`config.mk`:
```
export PLATFORM = sky130hd
export DESIGN_NAME = m_descrambler
export DESIGN_NICKNAME = d
export VERILOG_FILES = /design/src/rtl/m_link_pkg.sv /design/src/rtl/m_lfsr_step.sv /design/src/rtl/m_descrambler.sv
export SDC_FILE = /design/constraint.sdc
export NUM_CORES = 1
export LEC_CHECK = 0
export CORE_ASPECT_RATIO = 0.9
export CORE_MARGIN = 2
export CORE_UTILIZATION = 51
export DETAILED_ROUTE_END_ITERATION = 12
export MAX_ROUTING_LAYER = met4
export PLACE_DENSITY = 0.87
export SKIP_CTS_REPAIR_TIMING = 1
export SLEW_MARGIN = 25
export SYNTH_ARGS = -nofsm -noshare
export SYNTH_HDL_FRONTEND = slang
export SYNTH_SLANG_ARGS = --single-unit
```
`constraint.sdc`:
```
create_clock -name clk -period 2.5 [get_ports clk]
set_input_delay 0.5 -clock clk [delete_from_list [all_inputs] [get_ports clk]]
set_output_delay 0.5 -clock clk [all_outputs]
set_load 0.1 [all_outputs]
```
`src/rtl/m_link_pkg.sv`:
```
`default_nettype none
// ============================================================================
// Module      : m_link_pkg
// Description : Constants and types shared by the serial link scrambler
//               (transmit) and descrambler (receive) blocks: link FSM state
//               encoding, LFSR polynomial x^7+x^6+1 taps and width, and the
//               default sync word / seed values both ends must agree on.
// Ports       : none (package)
// Revision    : 1.0 - initial release
// ============================================================================
package m_link_pkg;

  // LFSR x^7 + x^6 + 1: feedback is s[6] ^ s[5], shifted in at bit 0.
  localparam int LFSR_W      = 7;
  localparam int LFSR_TAP_HI = 6;
  localparam int LFSR_TAP_LO = 5;

  localparam logic [7:0]        DEF_SYNC_WORD = 8'hA5;
  localparam logic [LFSR_W-1:0] DEF_SEED      = 7'h7F;

  localparam logic [0:0] ST_HUNT   = 1'b0;
  localparam logic [0:0] ST_LOCKED = 1'b1;

  typedef enum logic [0:0] {
    HUNT   = ST_HUNT,
    LOCKED = ST_LOCKED
  } link_state_e;

endpackage
`default_nettype wire

```
`src/rtl/m_lfsr_step.sv`:
```
`default_nettype none
// ============================================================================
// Module      : m_lfsr_step
// Description : Combinational DW-step advance of the link LFSR. Produces the
//               state after DW shifts and the DW keystream bits generated on
//               the way; keystream bit k is the feedback of the (k+1)th step.
// Ports       : state_in  - current LFSR state
//               state_out - LFSR state after DW steps
//               keystream - DW keystream bits, bit 0 generated first
// Revision    : 1.0 - initial release
// ============================================================================
module m_lfsr_step
  import m_link_pkg::*;
#(
  parameter int DW = 8
) (
  input  logic [LFSR_W-1:0] state_in,
  output logic [LFSR_W-1:0] state_out,
  output logic [DW-1:0]     keystream
);

  logic [LFSR_W-1:0] s;
  logic              fb;

  always_comb begin
    s         = state_in;
    fb        = 1'b0;
    keystream = '0;
    for (int k = 0; k < DW; k++) begin
      fb           = s[LFSR_TAP_HI] ^ s[LFSR_TAP_LO];
      keystream[k] = fb;
      s            = {s[LFSR_W-2:0], fb};
    end
    state_out = s;
  end

endmodule
`default_nettype wire

```
`src/rtl/m_descrambler.sv`:
```
`default_nettype none
// ============================================================================
// Module      : m_descrambler
// Description : Receive-side link descrambler. Hunts for SYNC_CNT consecutive
//               clean sync words, then strips the additive LFSR keystream from
//               each beat, flags even-parity errors and forwards bytes through
//               a single registered output stage. Too many consecutive parity
//               errors, or a resync pulse, drop back to hunting.
// Ports       : clk, rst_n          - clock, async active-low reset
//               resync              - pulse, forces HUNT
//               in_valid/in_ready   - input handshake
//               in_data, in_par     - scrambled byte and its even parity
//               out_valid/out_ready - output handshake
//               out_data            - descrambled byte
//               out_par_err         - parity error flag of the output beat
//               locked              - registered, high while LOCKED
//               err_cnt             - saturating parity error total (LOCKED)
// Revision    : 1.0 - initial release
// ============================================================================
module m_descrambler
  import m_link_pkg::*;
#(
  parameter int                DW        = 8,
  parameter logic [DW-1:0]     SYNC_WORD = DW'(DEF_SYNC_WORD),
  parameter int                SYNC_CNT  = 2,
  parameter logic [LFSR_W-1:0] SEED      = DEF_SEED,
  parameter int                ERR_LIMIT = 4,
  parameter int                CNT_W     = 16
) (
  input  logic             clk,
  input  logic             rst_n,
  input  logic             resync,
  input  logic             in_valid,
  output logic             in_ready,
  input  logic [DW-1:0]    in_data,
  input  logic             in_par,
  output logic             out_valid,
  input  logic             out_ready,
  output logic [DW-1:0]    out_data,
  output logic             out_par_err,
  output logic             locked,
  output logic [CNT_W-1:0] err_cnt
);

  link_state_e       state, state_nxt;
  logic [3:0]        sync_cnt, sync_cnt_nxt;
  logic [3:0]        err_run, err_run_nxt;
  logic [LFSR_W-1:0] lfsr, lfsr_adv;
  logic [DW-1:0]     ks;
  logic              accept;
  logic              par_err;
  logic              is_sync;
  logic              fwd;

  m_lfsr_step #(
    .DW (DW)
  ) u_lfsr_step (
    .state_in  (lfsr),
    .state_out (lfsr_adv),
    .keystream (ks)
  );

  // Single output register: a new beat can enter whenever the register is
  // empty or is being drained in this same cycle.
  assign in_ready = !out_valid || out_ready;
  assign accept   = in_valid && in_ready;
  assign par_err  = ^{in_data, in_par};
  assign is_sync  = (in_data == SYNC_WORD) && !par_err;
  // A beat accepted together with resync is dropped, never forwarded.
  assign fwd      = accept && !resync && (state == LOCKED);

  always_comb begin
    state_nxt    = state;
    sync_cnt_nxt = sync_cnt;
    err_run_nxt  = err_run;
    if (resync) begin
      state_nxt    = HUNT;
      sync_cnt_nxt = '0;
      err_run_nxt  = '0;
    end else if (accept) begin
      case (state)
        HUNT: begin
          if (is_sync) begin
            if (sync_cnt + 4'd1 == 4'(SYNC_CNT)) begin
              state_nxt    = LOCKED;
              sync_cnt_nxt = '0;
              err_run_nxt  = '0;
            end else begin
              sync_cnt_nxt = sync_cnt + 4'd1;
            end
          end else begin
            sync_cnt_nxt = '0;
          end
        end
        LOCKED: begin
          if (par_err) begin
            if (err_run + 4'd1 == 4'(ERR_LIMIT)) begin
              // The beat that hits the limit is still forwarded (fwd).
              state_nxt    = HUNT;
              err_run_nxt  = '0;
              sync_cnt_nxt = '0;
            end else begin
              err_run_nxt = err_run + 4'd1;
            end
          end else begin
            err_run_nxt = '0;
          end
        end
        default: state_nxt = HUNT;
      endcase
    end
  end

  always_ff @(posedge clk or negedge rst_n) begin
    if (!rst_n) begin
      state    <= HUNT;
      locked   <= 1'b0;
      sync_cnt <= '0;
      err_run  <= '0;
      lfsr     <= SEED;
    end else begin
      state    <= state_nxt;
      locked   <= (state_nxt == LOCKED);
      sync_cnt <= sync_cnt_nxt;
      err_run  <= err_run_nxt;
      // Keystream restarts from SEED on every lock and only moves on
      // beats that are actually descrambled.
      if (state == HUNT && state_nxt == LOCKED) begin
        lfsr <= SEED;
      end else if (fwd) begin
        lfsr <= lfsr_adv;
      end
    end
  end

  always_ff @(posedge clk or negedge rst_n) begin
    if (!rst_n) begin
      out_valid   <= 1'b0;
      out_data    <= '0;
      out_par_err <= 1'b0;
      err_cnt     <= '0;
    end else begin
      if (fwd) begin
        out_valid   <= 1'b1;
        out_data    <= in_data ^ ks;
        out_par_err <= par_err;
      end else if (out_ready) begin
        out_valid <= 1'b0;
      end
      if (fwd && par_err && (err_cnt != {CNT_W{1'b1}})) begin
        err_cnt <= err_cnt + CNT_W'(1);
      end
    end
  end

endmodule
`default_nettype wire

```
==> flow_summary.yaml, run 1 <==
route:
  dr.first_iter.drc_count: 95
  drc: 0
  vias: 1788
  firstDrtPassIters: 4
  drtAntennaViolNets: 0
  wl_per_cell_um: 14.2
  detail_route.wirelength_mm: 4.56
  routed_via_density: 5.57
global_routing:
  grt_pass1_vias: 1751
  grt_antenna_before_repair: 0
  grt_max_degree: 32
  grt_pass1_wl_mm: 7.74
  grtUsageTotal_pct: 21.9
  grt.overflow.total: 0
die:
  core_mm2: 0.00410
  rows: 22
  die-width_um: 73.0
  dieHeight_um: 66.1
  die-area_mm2: 0.00482
  num_io_pins: 42
  initial_core_util_pct: 53.2
timing:
  worstMarginPinSlew_ps: 589
  finClkSkew_ps: 6.73
  min_period_ps: 2430
  finalMaxSlewViolations: 0
  hold_viol: 0
  setup_viol: 0
  fin_tns_setup_ps: 0
  slew_headroom_pct: 60.5
  setup_slack_ps: 68.2
  max_freq_ghz: 0.411
  period_share_pct: 97.3
outcome:
  status: "finished clean"
critical_path:
  cp-end-kind: "flip-flop"
  critical_path_required_ps: 2690
  critical-path-top-delay-family: "XOR/XNOR gates"
  slowest_delay_ps: 450
  crit_path_start_kind: "primary input"
  crit_slowest_cell: "clkdlybuf4s50_1"
  path_class: "primary input to flip-flop"
  crit_chain: "clkdlybuf4s50_1 -> xnor2_1 -> xnor3_2 -> xor2_4 -> a311oi_4 -> buf_12 -> buf_4 -> mux2_2"
  crit_buf_inv: 3
  arrival_ps: 2620
  cp_max_fo: 7
logic_synthesis:
  syn_inst: 210
  synth_top_family_by_area: "simple AND/OR/NAND/NOR gates"
  syn_nets: 228
  synth_seq_cells: 42
  ys.flop_type: "dfrtp_1"
  syn-cell-area_mm2: 0.00218
  synth-compound-area-share_pct: 9.75
  synthMuxAreaShare_pct: 1.95
  synth-simple-area-share_pct: 19.1
  ys.warnings.count: 0
  synthXorXnorAreaFrac_pct: 17.0
  syn_area_per_cell_um2: 10.4
  yosys.area_share.adder_pct: 2.29
  yosysUniqueCellTypes: 40
  synth_edf_count: 0
  yosysSeqAreaShare_pct: 48.6
  postSynth.asyncResetShare_pct: 100
cells_and_area:
  nets: 290
  antennaDiodeCount: 0
  mostFrequentLayoutCells: "44 x buf_4, 35 x nand2_1, 33 x dfrtp_1"
  fillCellCount: 313
  drive_gt1_share_pct: 28.2
  layout_commonest_cell: "buf_4"
  finish.utilization_pct: 69.8
  stdcell_count: 321
  area_growth_pct: 31.1
  fin_area_mm2: 0.00286
clock_network:
  clockBufferDepth: 2
  clk_pin_slew_ps: 90
  cts_tree: "yes"
  ctsHtreeMaxLevel: 2
  numClockSinks: 42
  cts_buffers: 5
  root_buffer: "clkbuf_8"
  clk_latency_ps: 300
power:
  leakagePower_uw: 0.00135
  swShare_pct: 25.3
  power_frac_seq_pct: 53.1
  cellPowerDensity_mw_per_mm2: 447
  peakVddDrop_mv: 0.278
  combinationalPowerShare_pct: 12.5
  switching_power_uw: 324
  clkPwrFrac_pct: 34.4
  p_int_uw: 957
placement:
  port_buffers: 41
  gp_congestion: 0.864
  place_area_mm2: 0.00269
  hpwlAfterDp_mm: 3.22
  place_ws_ps: -306
  dp_cells: 308
run:
  drv_cap: 0
worst_hold_path:
  hold_class: "primary input to asynchronous set/reset pin"
state kept, by name (all words and copies together) (netlist names):
register,count
err_cnt,16
err_run,4
lfsr,7
out_data,8
out_par_err,1
out_valid,1
state,1
sync_cnt,4
Yosys cell counts (2+ instances only):
master     n  area share [%]
dfrtp_1   35              40
nand2_1   35             6.0
xnor2_1   22             8.8
xor2_1    15             6.0
o21ai_0   14             3.2
nand3_1   12             2.8
nor2_1     8             1.4
dfstp_2    7             8.4
nand4_1    6             1.7
o211ai_1   6             2.1
clkbuf_1   4            0.69
ha_1       4             2.3
nor3_1     4            0.92
a21oi_1    3            0.69
and3_1     3            0.86
nand2b_1   3            0.86
nor4_1     3            0.86
and4_2     2            0.92
mux2_2     2             1.0
mux2i_1    2            0.92
cell type report:
type                       instances  area, um^2  share of cell area [%]
multi-input combinational        162        1130                    39.4
sequential                        42        1060                    37.1
timing repair buffer              60         519                    18.1
clock buffer                       5        68.8                    2.40
tap                               48        60.1                    2.10
clock inverter                     3        21.3                   0.743
inverter                           1        3.75                   0.131
through the flow:
| stage | hold WS, ps | power [uW] |
|---|---|---|
| 2_1_floorplan | 204 | 755 |
| 3_3_place_gp | 453 | 824 |
| 3_5_place_dp | 459 | 826 |
| 4_1_cts | 132 | 1270 |
| 5_1_grt | 150 | 1350 |
| 6_report | 127 | 1280 |
logic make-up after synthesis:
family                   after synthesis
buffers and inverters                  6
adder cells (fa/ha/maj)                4
flip-flops                            42
AND/OR/NAND/NOR                       84
AO/OA/AOI/OAI                         31
XOR/XNOR                              39
multiplexers                           4
power by group through the flow:
stage	registers [uW]	logic (uW)	clock network, uW
2_1_floorplan	693	62.2	0
3_3_place_gp	693	131	0
3_5_place_dp	693	134	0
4_1_cts	680	135	453
5_1_grt	680	173	492
6_report	680	160	441
worst paths after layout:
kind                       slack, ps                       to                    start  cells past startpoint
max                               70   err_cnt[1]$_DFFE_PN0P_               in_data[3]                      8
min                              130  out_data[0]$_DFFE_PN0P_                    rst_n                      1
max reg2reg                      520   err_run[3]$_DFFE_PN0P_  sync_cnt[0]$_DFFE_PN0P_                      7
min reg2reg                      480  out_data[2]$_DFFE_PN0P_  out_data[2]$_DFFE_PN0P_                      2
max in group asynchronous       1670      lfsr[1]$_DFFE_PN1P_                    rst_n                      2
min in group clk                 480  out_data[2]$_DFFE_PN0P_  out_data[2]$_DFFE_PN0P_                      2
routing by layer:
layer | GRT usage, % | share of wire (%) | vias to the layer above
met5 | - | 0 | -
met4 | 8.56 | 1.6 | 0
met3 | 5.64 | 8.1 | 8
met2 | 34.5 | 45 | 74
met1 | 27.0 | 45 | 849
li1 | - | - | 857
(Power assumes the default switching activity.)
==> inputs of run 2 (changes only) <==
--- a/config.mk
+++ b/config.mk
@@ -5,14 +5,15 @@
 export SDC_FILE = /design/constraint.sdc
 export NUM_CORES = 1
 export LEC_CHECK = 0
-export CORE_ASPECT_RATIO = 0.9
+export ABC_AREA = 1
+export CORE_ASPECT_RATIO = 0.7
 export CORE_MARGIN = 2
-export CORE_UTILIZATION = 51
+export CORE_UTILIZATION = 53
 export DETAILED_ROUTE_END_ITERATION = 12
 export MAX_ROUTING_LAYER = met4
 export PLACE_DENSITY = 0.87
 export SKIP_CTS_REPAIR_TIMING = 1
-export SLEW_MARGIN = 25
+export SLEW_MARGIN = 30
 export SYNTH_ARGS = -nofsm -noshare
 export SYNTH_HDL_FRONTEND = slang
 export SYNTH_SLANG_ARGS = --single-unit
==> run 2 against run 1 <==
Effect of this change: final area rose by 6.8%; global-route usage rose by 0.41 points; worst hold slack improved by 37 ps; die area rose by 11%; sequential share of layout area fell by 2.4 points; final cell count rose by 34%; flip-flop and latch count did not move; via count rose by 23%; core utilization fell by 4.8 points; critical endpoint is now err_cnt[6]$_DFFE_PN0P_.
==> flow_summary.yaml, run 2 <==
placement:
  place_area_mm2: 0.00296
  hpwlAfterDp_mm: 4.22
  gp_congestion: 0.930
  port_buffers: 41
global_routing:
  grt_busiest_layer: "met2"
  grt.overflow.total: 0
  met3_usage_pct: 5.55
  grt_util_met2_pct: 32.6
  grt_pass1_vias: 1954
  met1_usage_pct: 31.9
  grt_pass1_wl_mm: 8.96
  grtUsageTotal_pct: 22.3
  grt_max_degree: 34
  grt_antenna_before_repair: 0
critical_path:
  crit_path_start_kind: "primary input"
  critPathLaunch: "in_data[1]"
  cp_max_fo: 20
  arrival_ps: 2440
  r2r_cells: 9
  timing.rr.end: "err_cnt[6]$_DFFE_PN0P_"
  critical_path_required_ps: 2670
  r2r_start: "err_cnt[0]$_DFFE_PN0P_"
  reg2reg_slack_ps: 420
  path_class: "primary input to flip-flop"
  cp-end-kind: "flip-flop"
power:
  power_uw: 1580
  peakVddDrop_mv: 0.463
  cellPowerDensity_mw_per_mm2: 518
  leakagePower_uw: 0.00150
route:
  wl_per_cell_um: 12.9
  drc: 0
  dr.first_iter.drc_count: 154
  vias: 2199
  drtAntennaViolNets: 0
  detail_route.wirelength_mm: 5.57
  routed_via_density: 5.11
  firstDrtPassIters: 4
logic_synthesis:
  synthMuxAreaShare_pct: 0
  synth.most_common_cell: "nand2_1"
  synth-simple-area-share_pct: 31.5
  synth-compound-area-share_pct: 6.26
  syn_nets: 343
  syn-cell-area_mm2: 0.00254
  synth_edf_count: 0
  yosys.area_share.adder_pct: 1.97
  ys.warnings.count: 0
  yosys.area.top_type_share_pct: 34.5
  synthXorXnorAreaFrac_pct: 11.7
  ys_top_cells_by_count: "111 x nand2_1, 35 x dfrtp_1, 30 x nand3_1"
  ys.flop_type: "dfrtp_1"
  syn_inst: 325
  synth_top_family_by_area: "simple AND/OR/NAND/NOR gates"
  synth.largest_area_cell: "dfrtp_1"
  postSynth.asyncResetShare_pct: 100
  yosysUniqueCellTypes: 30
  yosysSeqAreaShare_pct: 41.7
  synth_area_leaders: "dfrtp_1 34%, nand2_1 16%, dfstp_2 7.2%"
  syn_area_per_cell_um2: 7.82
  synth_seq_cells: 42
clock_network:
  cts_tree: "yes"
  root_buffer: "clkbuf_8"
  numClockSinks: 42
  clockBufferDepth: 2
  clk_pin_slew_ps: 80
  clk_latency_ps: 290
  cts_buffers: 5
  ctsHtreeMaxLevel: 2
timing:
  finalMaxSlewViolations: 0
  worstMarginPinSlew_ps: 485
  period_share_pct: 90.7
  finClkSkew_ps: 3.79
  min_period_ps: 2270
  hold_viol: 0
  rsz0062_at_grt: "false"
  max_freq_ghz: 0.441
  setup_viol: 0
  slew_headroom_pct: 67.7
  fin_tns_setup_ps: 0
die:
  core_mm2: 0.00470
  rows: 21
  die-width_um: 86.7
  num_io_pins: 42
  initial_core_util_pct: 54.0
  dieHeight_um: 61.9
  die-area_mm2: 0.00537
outcome:
  status: "finished clean"
run:
  drv_cap: 0
cells_and_area:
  drive_gt1_share_pct: 20.4
  reg_top3: "err_cnt: 16 flops, out_data: 8 flops, lfsr: 7 flops"
  largest_register: "err_cnt"
  mostFrequentLayoutCells: "110 x nand2_1, 35 x dfrtp_1, 33 x buf_4"
  finish.utilization_pct: 65.0
  antennaDiodeCount: 0
  area_growth_pct: 20.3
  layout_commonest_cell: "nand2_1"
  fin_area_mm2: 0.00306
  nets: 390
  largest_reg_flops: 16
worst_hold_path:
  hold_class: "primary input to asynchronous set/reset pin"
==> run 2: changes by cell type after synthesis, sizes merged, moves of 3 or more <==
cell / change
nand2: +80
inv: +32
nand3: +19
nor2: +12
xnor2: -6
and3: -4
buf: +3
nand2b: -3
nor3: +3
xor2: +3
==> run 2: critical path: stages <==
cell and delay (ps):
clkdlybuf4s50_1 560, inv_2 60, nand2_1 110, nand2_1 70
nand2_1 70, nand2_1 90, inv_1 80, nand3_2 90
nand2_4 120, inv_4 60, nor2_8 80, nand2_2 260
nand2_1 200, o21ai_2 60
==> run 2: cells by family (layout without fill, tap and decap cells) <==
kind of cell	count (synthesis)	after routing
AO/OA/AOI/OAI	24	24
XOR/XNOR	34	34
adder cells (fa/ha/maj)	4	4
buffers and inverters	40	88
flip-flops	42	42
AND/OR/NAND/NOR	181	181
==> run 2: how the worst max path moves through the flow <==
| stage | cells past startpoint | endpoint |
|---|---|---|
| 5_1_grt | 14 | err_cnt[6]$_DFFE_PN0P_ |
| 3_3_place_gp | 14 | err_cnt[13]$_DFFE_PN0P_ |
| 3_5_place_dp | 14 | err_cnt[2]$_DFFE_PN0P_ |
| 4_1_cts | 14 | err_cnt[6]$_DFFE_PN0P_ |
| 6_report | 14 | err_cnt[6]$_DFFE_PN0P_ |
| 2_1_floorplan | 7 | lfsr[2]$_DFFE_PN1P_ |
==> run 2: per-stage QoR <==
stage	std cells	setup slack, ps	hold slack (ps)
finish	430	233	163
global route	430	148	201
CTS	430	266	173
detailed placement	422	3.82	478
global placement	422	103	470
floorplan	325	15.3	204
==> run 2: cell type report <==
class | count | area [um^2]
fill | 368 | 1650
clock buffer | 6 | 82.6
timing repair buffer | 47 | 393
inverter | 33 | 126
multi-input combinational | 243 | 1310
sequential | 42 | 1060
tap | 57 | 71.3
clock inverter | 2 | 12.5
==> run 2: where the power goes <==
group / switching [uW] / total, uW / internal [uW]
clock: 233 / 455 / 222
sequential: 26.1 / 746 / 720
combinational: 271 / 381 / 111
total: 530 / 1580 / 1050
==> run 2: metal layers <==
| metal | vias to the layer above | share of wire [%] |
|---|---|---|
| met5 | - | 0 |
| met4 | 0 | 0.52 |
| met3 | 4 | 4.5 |
| met2 | 46 | 45 |
| met1 | 1020 | 50 |
| li1 | 1129 | - |
==> inputs of run 3 (changes only) <==
--- a/config.mk
+++ b/config.mk
@@ -7,12 +7,10 @@
 export LEC_CHECK = 0
 export ABC_AREA = 1
 export CORE_ASPECT_RATIO = 0.7
-export CORE_MARGIN = 2
 export CORE_UTILIZATION = 53
 export DETAILED_ROUTE_END_ITERATION = 12
 export MAX_ROUTING_LAYER = met4
 export PLACE_DENSITY = 0.87
-export SKIP_CTS_REPAIR_TIMING = 1
 export SLEW_MARGIN = 30
 export SYNTH_ARGS = -nofsm -noshare
 export SYNTH_HDL_FRONTEND = slang
==> run 3 against run 2 <==
Effect of this change: the run now ends with DRC left; non-clock buffer count shrank 1; sequential share of layout area grew 0.16 points; combinational power grew 1%; setup slack gained 43 ps; via count grew 2.2%; largest power group unchanged.
==> flow_summary.yaml, run 3 (synthesis results as in run 2) <==
critical_path:
  r2r_start: "err_cnt[0]$_DFFE_PN0P_"
  cp_max_fo: 20
  cp-end-kind: "flip-flop"
  crit_slowest_cell: "clkdlybuf4s50_1"
  crit_chain: "clkdlybuf4s50_1 -> inv_2 -> nand2_1 -> nand2_1 -> nand2_1 -> nand2_1 -> inv_1 -> nand3_2 -> nand2_4 -> inv_4 -> nor2_8 -> nand2_2 -> nand2_1 -> o21ai_2"
  critical_path.endpoint: "err_cnt[13]$_DFFE_PN0P_"
  crit_path_start_kind: "primary input"
  slowest_delay_ps: 570
  critical_path_required_ps: 2670
  timing.rr.end: "err_cnt[13]$_DFFE_PN0P_"
  critPathLaunch: "in_data[4]"
  path_class: "primary input to flip-flop"
  arrival_ps: 2390
  reg2reg_slack_ps: 350
  timing.critical_path.mode_cell: "nand2_1"
  r2r_cells: 9
route:
  routed_via_density: 5.26
  drc: 2
  wl_per_cell_um: 13.9
  vias: 2247
  firstDrtPassIters: 11
  dr.first_iter.drc_count: 228
  drtAntennaViolNets: 0
  detail_route.wirelength_mm: 5.92
global_routing:
  grt_pass1_wl_mm: 10.1
  grt_antenna_before_repair: 0
  grt.overflow.total: 0
  grtUsageTotal_pct: 26.8
  grt_pass1_vias: 2086
  met3_usage_pct: 4.83
  grt_util_met2_pct: 40.4
  grt_max_degree: 34
  grt_busiest_layer: "met2"
  met1_usage_pct: 38.3
cells_and_area:
  layout_commonest_cell: "nand2_1"
  area_growth_pct: 19.8
  drive_gt1_share_pct: 19.9
  nets: 389
  stdcell_count: 427
  antennaDiodeCount: 0
  largest_register: "err_cnt"
  reg_top3: "err_cnt: 16 flops, out_data: 8 flops, lfsr: 7 flops"
  largest_reg_flops: 16
  mostFrequentLayoutCells: "110 x nand2_1, 35 x dfrtp_1, 32 x buf_4"
die:
  rows: 20
  core_mm2: 0.00448
  die-width_um: 84.7
  num_io_pins: 42
  initial_core_util_pct: 56.7
  die-area_mm2: 0.00508
  dieHeight_um: 59.9
power:
  cellPowerDensity_mw_per_mm2: 524
  leakagePower_uw: 0.00149
  peakVddDrop_mv: 0.308
clock_network:
  root_buffer: "clkbuf_8"
  cts_hold_buf: 0
  clockBufferDepth: 2
  ctsHtreeMaxLevel: 2
  post-cts-setup-buffers: 0
  cts_resized: 0
  clk_pin_slew_ps: 80
  numClockSinks: 42
  clk_latency_ps: 290
  cts_tree: "yes"
  cts_buffers: 5
timing:
  worstMarginPinSlew_ps: 425
  fin_tns_setup_ps: 0
  slew_headroom_pct: 71.5
  hold_viol: 0
  finClkSkew_ps: 6.85
  rsz0062_at_grt: "false"
  period_share_pct: 89.0
  max_freq_ghz: 0.450
  setup_viol: 0
  min_period_ps: 2220
  finalMaxSlewViolations: 0
placement:
  port_buffers: 41
  hpwlAfterDp_mm: 4.42
  gp_congestion: 0.875
  dp_cells: 419
outcome:
  status: "finished, violations left"
  violations: "DRC"
run:
  drv_cap: 0
worst_hold_path:
  hold_class: "primary input to asynchronous set/reset pin"
-- run 3: cell count changes in the layout (fill, tap and decap cells not counted), sizes merged --
cell      change
clkinvlp      -1
buf           -1
clkbuf        +1
-- run 3: where the power goes --
part	switching (uW)	internal [uW]	leakage [uW]
clock network	233	223	0.0000482
logic	276	109	0.000890
registers	30.3	720	0.000555
total	540	1050	0.00149
-- run 3: stage by stage --
step | total power [uW] | area [um^2] | hold slack [ps] | util, % | setup slack, ps
2_1_floorplan | 1030 | 2540 | 204 | - | 15.3
3_3_place_gp | 1140 | 2950 | 403 | 65.9 | 96.0
3_5_place_dp | 1150 | 2950 | 405 | 65.9 | 29.6
4_1_cts | 1600 | 3040 | 85.3 | 67.9 | 321
5_1_grt | 1670 | 3040 | 93.5 | 67.9 | 156
6_report | 1590 | 3040 | 78.3 | 67.9 | 275
-- run 3: worst min path at each step --
stage               cells past startpoint  slack, ps                      to  start
floorplan                               0        200  err_cnt[0]$_DFFE_PN0P_  rst_n
detailed placement                      1        410  err_run[2]$_DFFE_PN0P_  rst_n
CTS                                     1         90         state$_DFF_PN0_  rst_n
finish                                  1         80         state$_DFF_PN0_  rst_n
global route                            1         90         state$_DFF_PN0_  rst_n
global placement                        1        400  err_run[2]$_DFFE_PN0P_  rst_n
-- run 3: per-layer routing --
layer / wire (um) / share of wire, % / vias up
met5: 0 / 0 / -
met4: 13 / 0.22 / 0
met3: 361 / 6.1 / 2
met2: 2630 / 44 / 76
met1: 2910 / 49 / 1044
li1: - / - / 1125
-- run 3: area by class of cell --
cell class	count	area (um^2)
fill	364	1440
inverter	33	126
clock inverter	1	5.00
sequential	42	1060
clock buffer	7	86.3
multi-input combinational	243	1310
tap	55	68.8
timing repair buffer	46	385
-- run 3: worst max-delay path: cells and delay by family --
kind / cells / cell delay, ps
AO/OA/AOI/OAI: 1 / 60
buffers and inverters: 4 / 780
AND/OR/NAND/NOR: 9 / 1060
